File: config.mk
export PLATFORM = sky130hd
export DESIGN_NAME = alu_mc
export DESIGN_NICKNAME = d
export VERILOG_FILES = /design/src/rtl/alu_pkg.sv /design/src/rtl/alu_muldiv_iter.sv /design/src/rtl/alu_mc.sv
export SDC_FILE = /design/constraint.sdc
export NUM_CORES = 1
export LEC_CHECK = 0
export BUFFER_PORTS_ARGS = -buffer_cell sky130_fd_sc_hd__buf_2
export CAP_MARGIN = 30
export CELL_PAD_IN_SITES_DETAIL_PLACEMENT = 1
export CELL_PAD_IN_SITES_GLOBAL_PLACEMENT = 2
export CORE_AREA = 2 2 236 238
export CTS_BUF_LIST = sky130_fd_sc_hd__clkbuf_4
export DETAILED_ROUTE_END_ITERATION = 7
export DIE_AREA = 0 0 238 240
export GPL_ROUTABILITY_DRIVEN = 0
export HOLD_SLACK_MARGIN = 0.02
export PLACE_DENSITY_LB_ADDON = 0.1
export SETUP_SLACK_MARGIN = 0.3
export SYNTH_ARGS = -nofsm -noshare
export SYNTH_HDL_FRONTEND = slang
export SYNTH_HIERARCHICAL = 1
export SYNTH_SLANG_ARGS = --single-unit
export TNS_END_PERCENT = 30
File: constraint.sdc
create_clock -name clk -period 14.9 [get_ports clk]
set_input_delay 3.725 -clock clk [delete_from_list [all_inputs] [get_ports clk]]
set_output_delay 3.725 -clock clk [all_outputs]
set_load 0.02 [all_outputs]
File: src/rtl/alu_pkg.sv
// alu_pkg: shared definitions for the multi-cycle ALU.
//   - op code constants (4-bit)
//   - FSM state encoding (2-bit)
//   - is_iter_op(): true for ops that run through the iterative datapath
package alu_pkg;

  localparam logic [3:0] OP_ADD  = 4'd0;
  localparam logic [3:0] OP_SUB  = 4'd1;
  localparam logic [3:0] OP_AND  = 4'd2;
  localparam logic [3:0] OP_OR   = 4'd3;
  localparam logic [3:0] OP_XOR  = 4'd4;
  localparam logic [3:0] OP_SLT  = 4'd5;
  localparam logic [3:0] OP_SLTU = 4'd6;
  localparam logic [3:0] OP_SLL  = 4'd7;
  localparam logic [3:0] OP_SRL  = 4'd8;
  localparam logic [3:0] OP_SRA  = 4'd9;
  localparam logic [3:0] OP_MULU = 4'd10;
  localparam logic [3:0] OP_DIVU = 4'd11;

  typedef enum logic [1:0] {
    ST_IDLE = 2'd0,
    ST_ITER = 2'd1,
    ST_DONE = 2'd2
  } state_e;

  function automatic logic is_iter_op(input logic [3:0] op);
    return (op == OP_MULU) || (op == OP_DIVU);
  endfunction

endpackage

File: src/rtl/alu_muldiv_iter.sv
// alu_muldiv_iter: iterative unsigned multiply (shift-add) and restoring
// divide, one bit per cycle for WIDTH cycles.
//   clk, rst  : clock, synchronous active-high reset
//   start     : load operands and begin (is_div selects divide)
//   a, b      : operands, sampled on start
//   done      : high during the last iteration cycle
//   lo, hi    : result of the current iteration step; valid when done
//               (product low/high, or quotient/remainder)
module alu_muldiv_iter #(
  parameter  int WIDTH = 32,
  localparam int SHW   = $clog2(WIDTH)
) (
  input  logic             clk,
  input  logic             rst,
  input  logic             start,
  input  logic             is_div,
  input  logic [WIDTH-1:0] a,
  input  logic [WIDTH-1:0] b,
  output logic             done,
  output logic [WIDTH-1:0] lo,
  output logic [WIDTH-1:0] hi
);

  // acc holds product-high / partial remainder; lo_reg holds the multiplier
  // (shifted out LSB first) or the dividend (becoming the quotient).
  logic [WIDTH-1:0] acc_q, acc_d;
  logic [WIDTH-1:0] lo_q, lo_d;
  logic [WIDTH-1:0] opnd_q, opnd_d;
  logic             is_div_q, is_div_d;
  logic             busy_q, busy_d;
  logic [SHW-1:0]   cnt_q, cnt_d;

  logic [WIDTH:0]   mul_sum;
  logic [WIDTH:0]   div_rem;
  logic             div_ge;
  logic [WIDTH-1:0] acc_step;
  logic [WIDTH-1:0] lo_step;

  always_comb begin
    mul_sum = lo_q[0] ? ({1'b0, acc_q} + {1'b0, opnd_q}) : {1'b0, acc_q};
    div_rem = {acc_q, lo_q[WIDTH-1]};
    div_ge  = div_rem >= {1'b0, opnd_q};
    if (is_div_q) begin
      // Divide by zero falls out naturally: every step subtracts 0, so the
      // quotient fills with ones and the remainder collects the dividend.
      acc_step = div_ge ? WIDTH'(div_rem - {1'b0, opnd_q}) : div_rem[WIDTH-1:0];
      lo_step  = {lo_q[WIDTH-2:0], div_ge};
    end else begin
      acc_step = mul_sum[WIDTH:1];
      lo_step  = {mul_sum[0], lo_q[WIDTH-1:1]};
    end
  end

  always_comb begin
    acc_d    = acc_q;
    lo_d     = lo_q;
    opnd_d   = opnd_q;
    is_div_d = is_div_q;
    busy_d   = busy_q;
    cnt_d    = cnt_q;
    if (start) begin
      acc_d    = '0;
      lo_d     = is_div ? a : b;
      opnd_d   = is_div ? b : a;
      is_div_d = is_div;
      busy_d   = 1'b1;
      cnt_d    = SHW'(WIDTH - 1);
    end else if (busy_q) begin
      acc_d = acc_step;
      lo_d  = lo_step;
      if (cnt_q == '0) busy_d = 1'b0;
      else             cnt_d  = cnt_q - SHW'(1);
    end
  end

  always_ff @(posedge clk) begin
    if (rst) begin
      acc_q    <= '0;
      lo_q     <= '0;
      opnd_q   <= '0;
      is_div_q <= 1'b0;
      busy_q   <= 1'b0;
      cnt_q    <= '0;
    end else begin
      acc_q    <= acc_d;
      lo_q     <= lo_d;
      opnd_q   <= opnd_d;
      is_div_q <= is_div_d;
      busy_q   <= busy_d;
      cnt_q    <= cnt_d;
    end
  end

  // Expose the final step combinationally so the top can register the
  // result on the same edge that ends the last iteration.
  assign done = busy_q && (cnt_q == '0);
  assign lo   = lo_step;
  assign hi   = acc_step;

endmodule

File: src/rtl/alu_mc.sv
// alu_mc: multi-cycle ALU with valid/ready handshakes.
//   clk, rst                 : clock, synchronous active-high reset
//   in_valid/in_ready        : request handshake; op, a, b captured on accept
//   out_valid/out_ready      : result handshake; outputs hold while stalled
//   result, result_hi        : primary / secondary result
//   zero, overflow,
//   div_by_zero, illegal     : status flags for the held result
//
// state   | meaning
// IDLE    | accepting; single-cycle ops complete here
// ITER    | MULU/DIVU iterating in alu_muldiv_iter
// DONE    | result just written, returns to IDLE
module alu_mc
  import alu_pkg::*;
#(
  parameter  int WIDTH = 32,
  localparam int SHW   = $clog2(WIDTH)
) (
  input  logic             clk,
  input  logic             rst,
  input  logic             in_valid,
  output logic             in_ready,
  input  logic [3:0]       op,
  input  logic [WIDTH-1:0] a,
  input  logic [WIDTH-1:0] b,
  output logic             out_valid,
  input  logic             out_ready,
  output logic [WIDTH-1:0] result,
  output logic [WIDTH-1:0] result_hi,
  output logic             zero,
  output logic             overflow,
  output logic             div_by_zero,
  output logic             illegal
);

  state_e           state_q, state_d;
  logic             out_valid_q, out_valid_d;
  logic [WIDTH-1:0] result_q, result_d;
  logic [WIDTH-1:0] result_hi_q, result_hi_d;
  logic             zero_q, zero_d;
  logic             overflow_q, overflow_d;
  logic             div_by_zero_q, div_by_zero_d;
  logic             illegal_q, illegal_d;
  logic             is_div_q, is_div_d;
  logic             b_zero_q, b_zero_d;

  logic             accept;
  logic             start;
  logic [WIDTH-1:0] sum, diff, alu_res;
  logic             alu_ovf, alu_ill;
  logic [SHW-1:0]   shamt;
  logic             md_done;
  logic [WIDTH-1:0] md_lo, md_hi;

  always_comb begin
    sum     = a + b;
    diff    = a - b;
    shamt   = b[SHW-1:0];
    alu_res = '0;
    alu_ovf = 1'b0;
    alu_ill = 1'b0;
    case (op)
      OP_ADD: begin
        alu_res = sum;
        alu_ovf = (a[WIDTH-1] == b[WIDTH-1]) && (sum[WIDTH-1] != a[WIDTH-1]);
      end
      OP_SUB: begin
        alu_res = diff;
        alu_ovf = (a[WIDTH-1] != b[WIDTH-1]) && (diff[WIDTH-1] != a[WIDTH-1]);
      end
      OP_AND:  alu_res = a & b;
      OP_OR:   alu_res = a | b;
      OP_XOR:  alu_res = a ^ b;
      OP_SLT:  alu_res = {{(WIDTH-1){1'b0}}, ($signed(a) < $signed(b))};
      OP_SLTU: alu_res = {{(WIDTH-1){1'b0}}, (a < b)};
      OP_SLL:  alu_res = a << shamt;
      OP_SRL:  alu_res = a >> shamt;
      OP_SRA:  alu_res = $signed(a) >>> shamt;
      OP_MULU, OP_DIVU: begin
      end
      default: alu_ill = 1'b1;
    endcase
  end

  assign in_ready = !rst && (state_q == ST_IDLE) && !(out_valid_q && !out_ready);
  assign accept   = in_valid && in_ready;
  assign start    = accept && is_iter_op(op);

  alu_muldiv_iter #(.WIDTH(WIDTH)) u_iter (
    .clk    (clk),
    .rst    (rst),
    .start  (start),
    .is_div (op == OP_DIVU),
    .a      (a),
    .b      (b),
    .done   (md_done),
    .lo     (md_lo),
    .hi     (md_hi)
  );

  always_comb begin
    state_d       = state_q;
    out_valid_d   = out_valid_q && !out_ready;
    result_d      = result_q;
    result_hi_d   = result_hi_q;
    zero_d        = zero_q;
    overflow_d    = overflow_q;
    div_by_zero_d = div_by_zero_q;
    illegal_d     = illegal_q;
    is_div_d      = is_div_q;
    b_zero_d      = b_zero_q;
    case (state_q)
      ST_IDLE: begin
        if (accept) begin
          if (is_iter_op(op)) begin
            state_d  = ST_ITER;
            is_div_d = (op == OP_DIVU);
            b_zero_d = (b == '0);
          end else begin
            out_valid_d   = 1'b1;
            result_d      = alu_res;
            result_hi_d   = '0;
            zero_d        = (alu_res == '0);
            overflow_d    = alu_ovf;
            div_by_zero_d = 1'b0;
            illegal_d     = alu_ill;
          end
        end
      end
      ST_ITER: begin
        if (md_done) begin
          state_d       = ST_DONE;
          out_valid_d   = 1'b1;
          result_d      = md_lo;
          result_hi_d   = md_hi;
          zero_d        = (md_lo == '0);
          overflow_d    = 1'b0;
          div_by_zero_d = is_div_q && b_zero_q;
          illegal_d     = 1'b0;
        end
      end
      ST_DONE: state_d = ST_IDLE;
      default: state_d = ST_IDLE;
    endcase
  end

  always_ff @(posedge clk) begin
    if (rst) begin
      state_q       <= ST_IDLE;
      out_valid_q   <= 1'b0;
      result_q      <= '0;
      result_hi_q   <= '0;
      zero_q        <= 1'b0;
      overflow_q    <= 1'b0;
      div_by_zero_q <= 1'b0;
      illegal_q     <= 1'b0;
      is_div_q      <= 1'b0;
      b_zero_q      <= 1'b0;
    end else begin
      state_q       <= state_d;
      out_valid_q   <= out_valid_d;
      result_q      <= result_d;
      result_hi_q   <= result_hi_d;
      zero_q        <= zero_d;
      overflow_q    <= overflow_d;
      div_by_zero_q <= div_by_zero_d;
      illegal_q     <= illegal_d;
      is_div_q      <= is_div_d;
      b_zero_q      <= b_zero_d;
    end
  end

  assign out_valid   = out_valid_q;
  assign result      = result_q;
  assign result_hi   = result_hi_q;
  assign zero        = zero_q;
  assign overflow    = overflow_q;
  assign div_by_zero = div_by_zero_q;
  assign illegal     = illegal_q;

endmodule

Word level (Yosys, flattened, before mapping)
Index checks and enable logic that the tools add are counted.
- register bits: 176
- input port bits: 72
- output and inout port bits: 70
- word-level logic and storage cells: 126
- add/sub/neg operators: 5
- magnitude comparators: 3
- equality and inequality tests: 21
- shifts and indexed selects: 3
- mux-type cells: 48
- bitwise logic cells: 3
- reductions and logical operators: 27
- operators by type and width (operator ; number):
    $mux 32 ; 13
    $pmux 32 s10 ; 1
    $pmux 32 s2 ; 2
    $logic_not 32->1 ; 3
    $lt 32x32->1 ; 2
    $sub 32x32->32 ; 2
    $add 32x32->33 ; 1
    $ge 33x32->1 ; 1
    $mux 33 ; 1
    $add 32x32->32 ; 1
    $and 32x32->32 ; 1
    $or 32x32->32 ; 1
    $shl 32x5->32 ; 1
    $shr 32x5->32 ; 1
    $sshr 32x5->32 ; 1
    $xor 32x32->32 ; 1
    $mux 1 ; 18
    $eq 4x3->1 const B ; 4
    $eq 4x4->1 const B ; 4
    $mux 5 ; 3
    $pmux 1 s2 ; 6
    $reduce_or 12->1 ; 1
    $logic_and 1x1->1 ; 9
    $eq 4x2->1 const B ; 2
    other kinds (19) ; 30

Depth between registers and ports, before layout
- depth in word-level cells: 8
- depth in mapped cells: 17
- depth with buffers taken out: 15

Cells and area by module
Netlist, hierarchy kept.
- modules (own cells, without submodules) (module ; instances ; cells each ; area an instance (um^2) ; sequential area each (um^2)):
    alu_mc ; 1 ; 1676 ; 12441.9 ; 1461.4
    alu_muldiv_iter ; 1 ; 1289 ; 9786.9 ; 2062.0

Least setup slack after synthesis
No wires, ideal clock.
- path kind: input-to-output
- start: input port rst
- end: output port in_ready
- data arrival time: 4.590 ns
- data required time: 11.175 ns
- slack: 6.585 ns
- stages: 2
- buffers on the path: 1
- cells stage by stage: clkbuf_1 -> nor4_1
- word-level cells in the longest chain between the ends: 3
- RTL lines (item ; RTL line ; text):
    start: declaration ; alu_mc.sv:20 ; input logic rst,
    $logic_not 1->1 ; alu_mc.sv:85 ; assign in_ready = !rst && (state_q == ST_IDLE) && !(out_valid_q && !out_ready);
    $logic_and 1x1->1 (2 in a row) ; alu_mc.sv:85 ;
    end: declaration ; alu_mc.sv:22 ; output logic in_ready,
No other way between the ends.

Worst setup path after layout
- start: input port b[4]
- end: register zero_q, in the netlist zero
- word-level cells in the longest chain between the ends: 6
- elaborated cells between the ends (all ways): 15
- those cells by class: 2 x add/sub; 2 x order compare; 3 x shift; 4 x mux; 3 x bitwise; 1 x reduce/logical
- RTL lines (item ; RTL line ; text):
    start: declaration ; alu_mc.sv:25 ; input logic [WIDTH-1:0] b,
    $sub 32x32->32, or another cell as far along ; alu_mc.sv:57 ; diff = a - b;
    $pmux 32 s10 * ; alu_mc.sv:62 ; case (op)
    $logic_not 32->1 * ; alu_mc.sv:123 ; zero_d = (alu_res == '0);
    $mux 1 * ; alu_mc.sv:115 ; if (is_iter_op(op)) begin
    $mux 1 * ; alu_mc.sv:114 ; if (accept) begin
    $pmux 1 s2 * ; alu_mc.sv:112 ; case (state_q)
    end signal: assignment ; alu_mc.sv:164 ; zero_q <= zero_d;
    end: declaration ; alu_mc.sv:40 ; logic zero_q, zero_d;
Every way passes the cells marked *; elsewhere a longest branch is shown, timed or not. The select of a mux whose other input is x is not followed.
A chain may end at the register's enable or synchronous reset.

==> results.md <==
- CP bufs+invs: 3
- Final ANT Viol Nets: 0
- Main flop type after synthesis: dfxtp_1
- Layout area overhead: 5.994%
- Yosys reg bits: ~180
- Clock-pin slew on the worst setup and hold paths: ~160 ps
- Sequential-to-total area share from yosys stat: 15.85%
- Initial Utilization: between 40% and 50%
- Crit path kind: input pin to flop
- Row count: 86
- Die Ht: between 200 and 250 um
- CP Cell Sequence: buf_2, buf_4, clkinv_1, ha_1, or4_1, a211o_1, a31o_2, a211o_1, a311o_1, nor4_1, nand4_1, nor4_1, nand4_1, o41ai_2
- Largest net degree at the start of global routing: 76
- Post-CTS Setup Inserts: 0
- Synth Area per Inst: 7.497 um2
- Critical Path Source Type: input pin
- Routed WL per cell: between 20 and 30 um
- Die X: 238 um
- Final wirelength: 109400 um
- DIE AREA: 57120 um2
- RSZ-0062 raised after global routing: false
- Critical Path Max Stage Delay: 680 ps
- Final Hold Fails: 0
- Total gr overflow: 0
- Share of layout cells above drive strength 1: 14.18%
- # nets final: about 3200
- All-Layer GR Usage: 37.46%
- Syn Std Cell Area: 22230 um2
- CTS H-tree lvls: 4
- Crit end category: flop
- Initial DRT Pass Iterations: 7
- Final period util: a little under three fifths
- Synth async-reset ratio: 0%
- Mapped Cells: 2965
- Core area: 54660 um2
- Post-DP HPWL: 83550 um
- Crit path required time: 15530 ps
- DR vias: 25046
- Remaining DRCs: 0
- Post-synth EDFFs: 0
- Min-delay worst type: flop to flop
- First-pass GRT wire length: 161300 um
- Clk root buf: clkbuf_4
- Max Slew Vio Count: 0
- Pre-CTS worst setup slack: 5884 ps
- I/O pins: roughly 140
- Clk buf depth: 2
- Worst Skew: 33.16 ps
- Crit path DAT: ~9000 ps
- Antenna violations before repair: 3
- Post-DR vias/cell: 6.828
- Vias in the first global route: between 20000 and 25000
- Post-cts sizing count: 0
- Commonest non-fill, non-tap cell in the layout: nor2_1
- Most frequent cells in the layout: nor2_1 (327), a21oi_1 (256), nand2_1 (251)
- Status: completed
- Worst-Margin Slew: 1040 ps
- Unique cell type count in the Yosys netlist: 114
- Max FO, Critical Path: 48
- Setup WS post-layout: 6414 ps
- IR drop worst, VDD: 0.05041 mV
- Min Tclk post-route: 8486 ps
- CTS tree: built
- Achievable frequency: ~120 MHz
- Slowest CP cell: clkinv_1
- Filler instances: 6883
- PwrDens: 60.10 nW/um2
- Setup TNS: 0 ps
- CTS buffer count: 17
- Hold-fix buffers, CTS: 0
- Slew headroom: 30.13%
- Setup violators final: 0
- Worst skew pair latency: between 700 and 800 ps
- MaxCap Viol Count: 0
- Ys Warns: 6
- Clk sinks: between 150 and 200
- Port bufs: between 100 and 150
- Static leakage: 9.883 nW
- 1st-iter DRT viols: 2473
- Syn Nets: 3207
- CP top delay family: simple AND/OR/NAND/NOR gates
==> sequential cells by signal, indices dropped and copies added, names as in the netlist <==
signal	count
result	32
result_hi	32
u_iter/acc_q	32
u_iter/lo_q	32
u_iter/opnd_q	32
u_iter/cnt_q	5
state_q	2
b_zero_q	1
div_by_zero	1
illegal	1
is_div_q	1
out_valid	1
overflow	1
u_iter/busy_q	1
u_iter/is_div_q	1
zero	1
==> per-layer routing <==
metal  share of wire [%]  routed length, um  GRT usage [%]
met5              0.0082                  9              0
met3                 7.6               8332          7.658
met4                 7.6               8341          25.25
met1                  40              43210          44.53
met2                  45              49480          61.15
==> cells by family after synthesis <==
| group | count (synthesis) | share of synthesized area, % |
|---|---|---|
| adder cells (fa/ha/maj) | 170 | 9.704 |
| flip-flops | 176 | 15.85 |
| buffers and inverters | 371 | 6.709 |
| AO/OA/AOI/OAI | 917 | 28.39 |
| AND/OR/NAND/NOR | 1023 | 22.17 |
| XOR/XNOR | 60 | 2.364 |
| multiplexers | 248 | 14.82 |
==> Yosys cell counts, drive strengths merged (38+ instances only) <==
master | number | share of area [%]
mux2 | 89 | 4.5
o211ai | 41 | 1.4
nor4 | 44 | 1.4
clkbuf | 151 | 2.6
nand2 | 253 | 4.3
nor3 | 71 | 1.6
a21o | 51 | 1.7
inv | 148 | 2.5
nand3 | 69 | 1.6
a21oi | 261 | 5.9
nor2 | 330 | 5.6
ha | 166 | 9.3
and3 | 38 | 1.1
o21ai | 125 | 2.8
buf | 70 | 1.6
xnor2 | 41 | 1.6
mux2i | 107 | 4.9
dfxtp | 176 | 16
or3 | 55 | 1.5
a211oi | 97 | 3.3
mux4 | 52 | 5.4
==> layout make-up <==
type / instances / area (um2) / area share [%]
Sequential cell: 176 / 3530 / 14.98
Clock inverter: 13 / 126.4 / 0.5363
Multi-Input combinational cell: 2418 / 17260 / 73.27
Antenna cell: 2 / 5.005 / 0.02124
Clock buffer: 18 / 135.1 / 0.5735
Timing Repair Buffer: 187 / 1059 / 4.493
Tap cell: 704 / 880.8 / 3.739
Inverter: 150 / 563.0 / 2.390
==> through the flow <==
step | total power [mW] | hold WS (ps) | instances | util [%] | area [um2]
2_1_floorplan | 0.8930 | 446.6 | 2965 | - | 22230
3_3_place_gp | 1.105 | 440.8 | 3635 | 42.62 | 23290
3_5_place_dp | 1.113 | 449.8 | 3635 | 42.62 | 23290
4_1_cts | 1.406 | 471.5 | 3666 | 43.09 | 23560
5_1_grt | 1.476 | 499.1 | 3667 | 43.10 | 23560
6_report | 1.416 | 470.2 | 3668 | 43.10 | 23560
==> power by group <==
part	leakage (nW)	switching (mW)	internal, mW
logic	8.32	0.429	0.209
registers	1.42	0.00853	0.480
clock network	0.140	0.202	0.0870
==> tightest hold or removal path, delay by kind of cell (launching register included) <==
kind            cells  cell delay, ps
flops               1             350
simple gates        1              50
compound gates      1              50
==> final timing paths <==
path | startpoint | end | slack, ps | depth (start not counted)
worst max register to register | u_iter/opnd_q[24]$_SDFFE_PP0P_ | zero$_SDFFE_PP0P_ | 10440 | 17
worst max-delay path | b[4] | zero$_SDFFE_PP0P_ | 6410 | 14
worst min-delay path | result[7]$_SDFFE_PP0P_ | result[7]$_SDFFE_PP0P_ | 470 | 2
worst min register to register | result[7]$_SDFFE_PP0P_ | result[7]$_SDFFE_PP0P_ | 470 | 2
No activity file was read; power rests on OpenSTA's default activity.
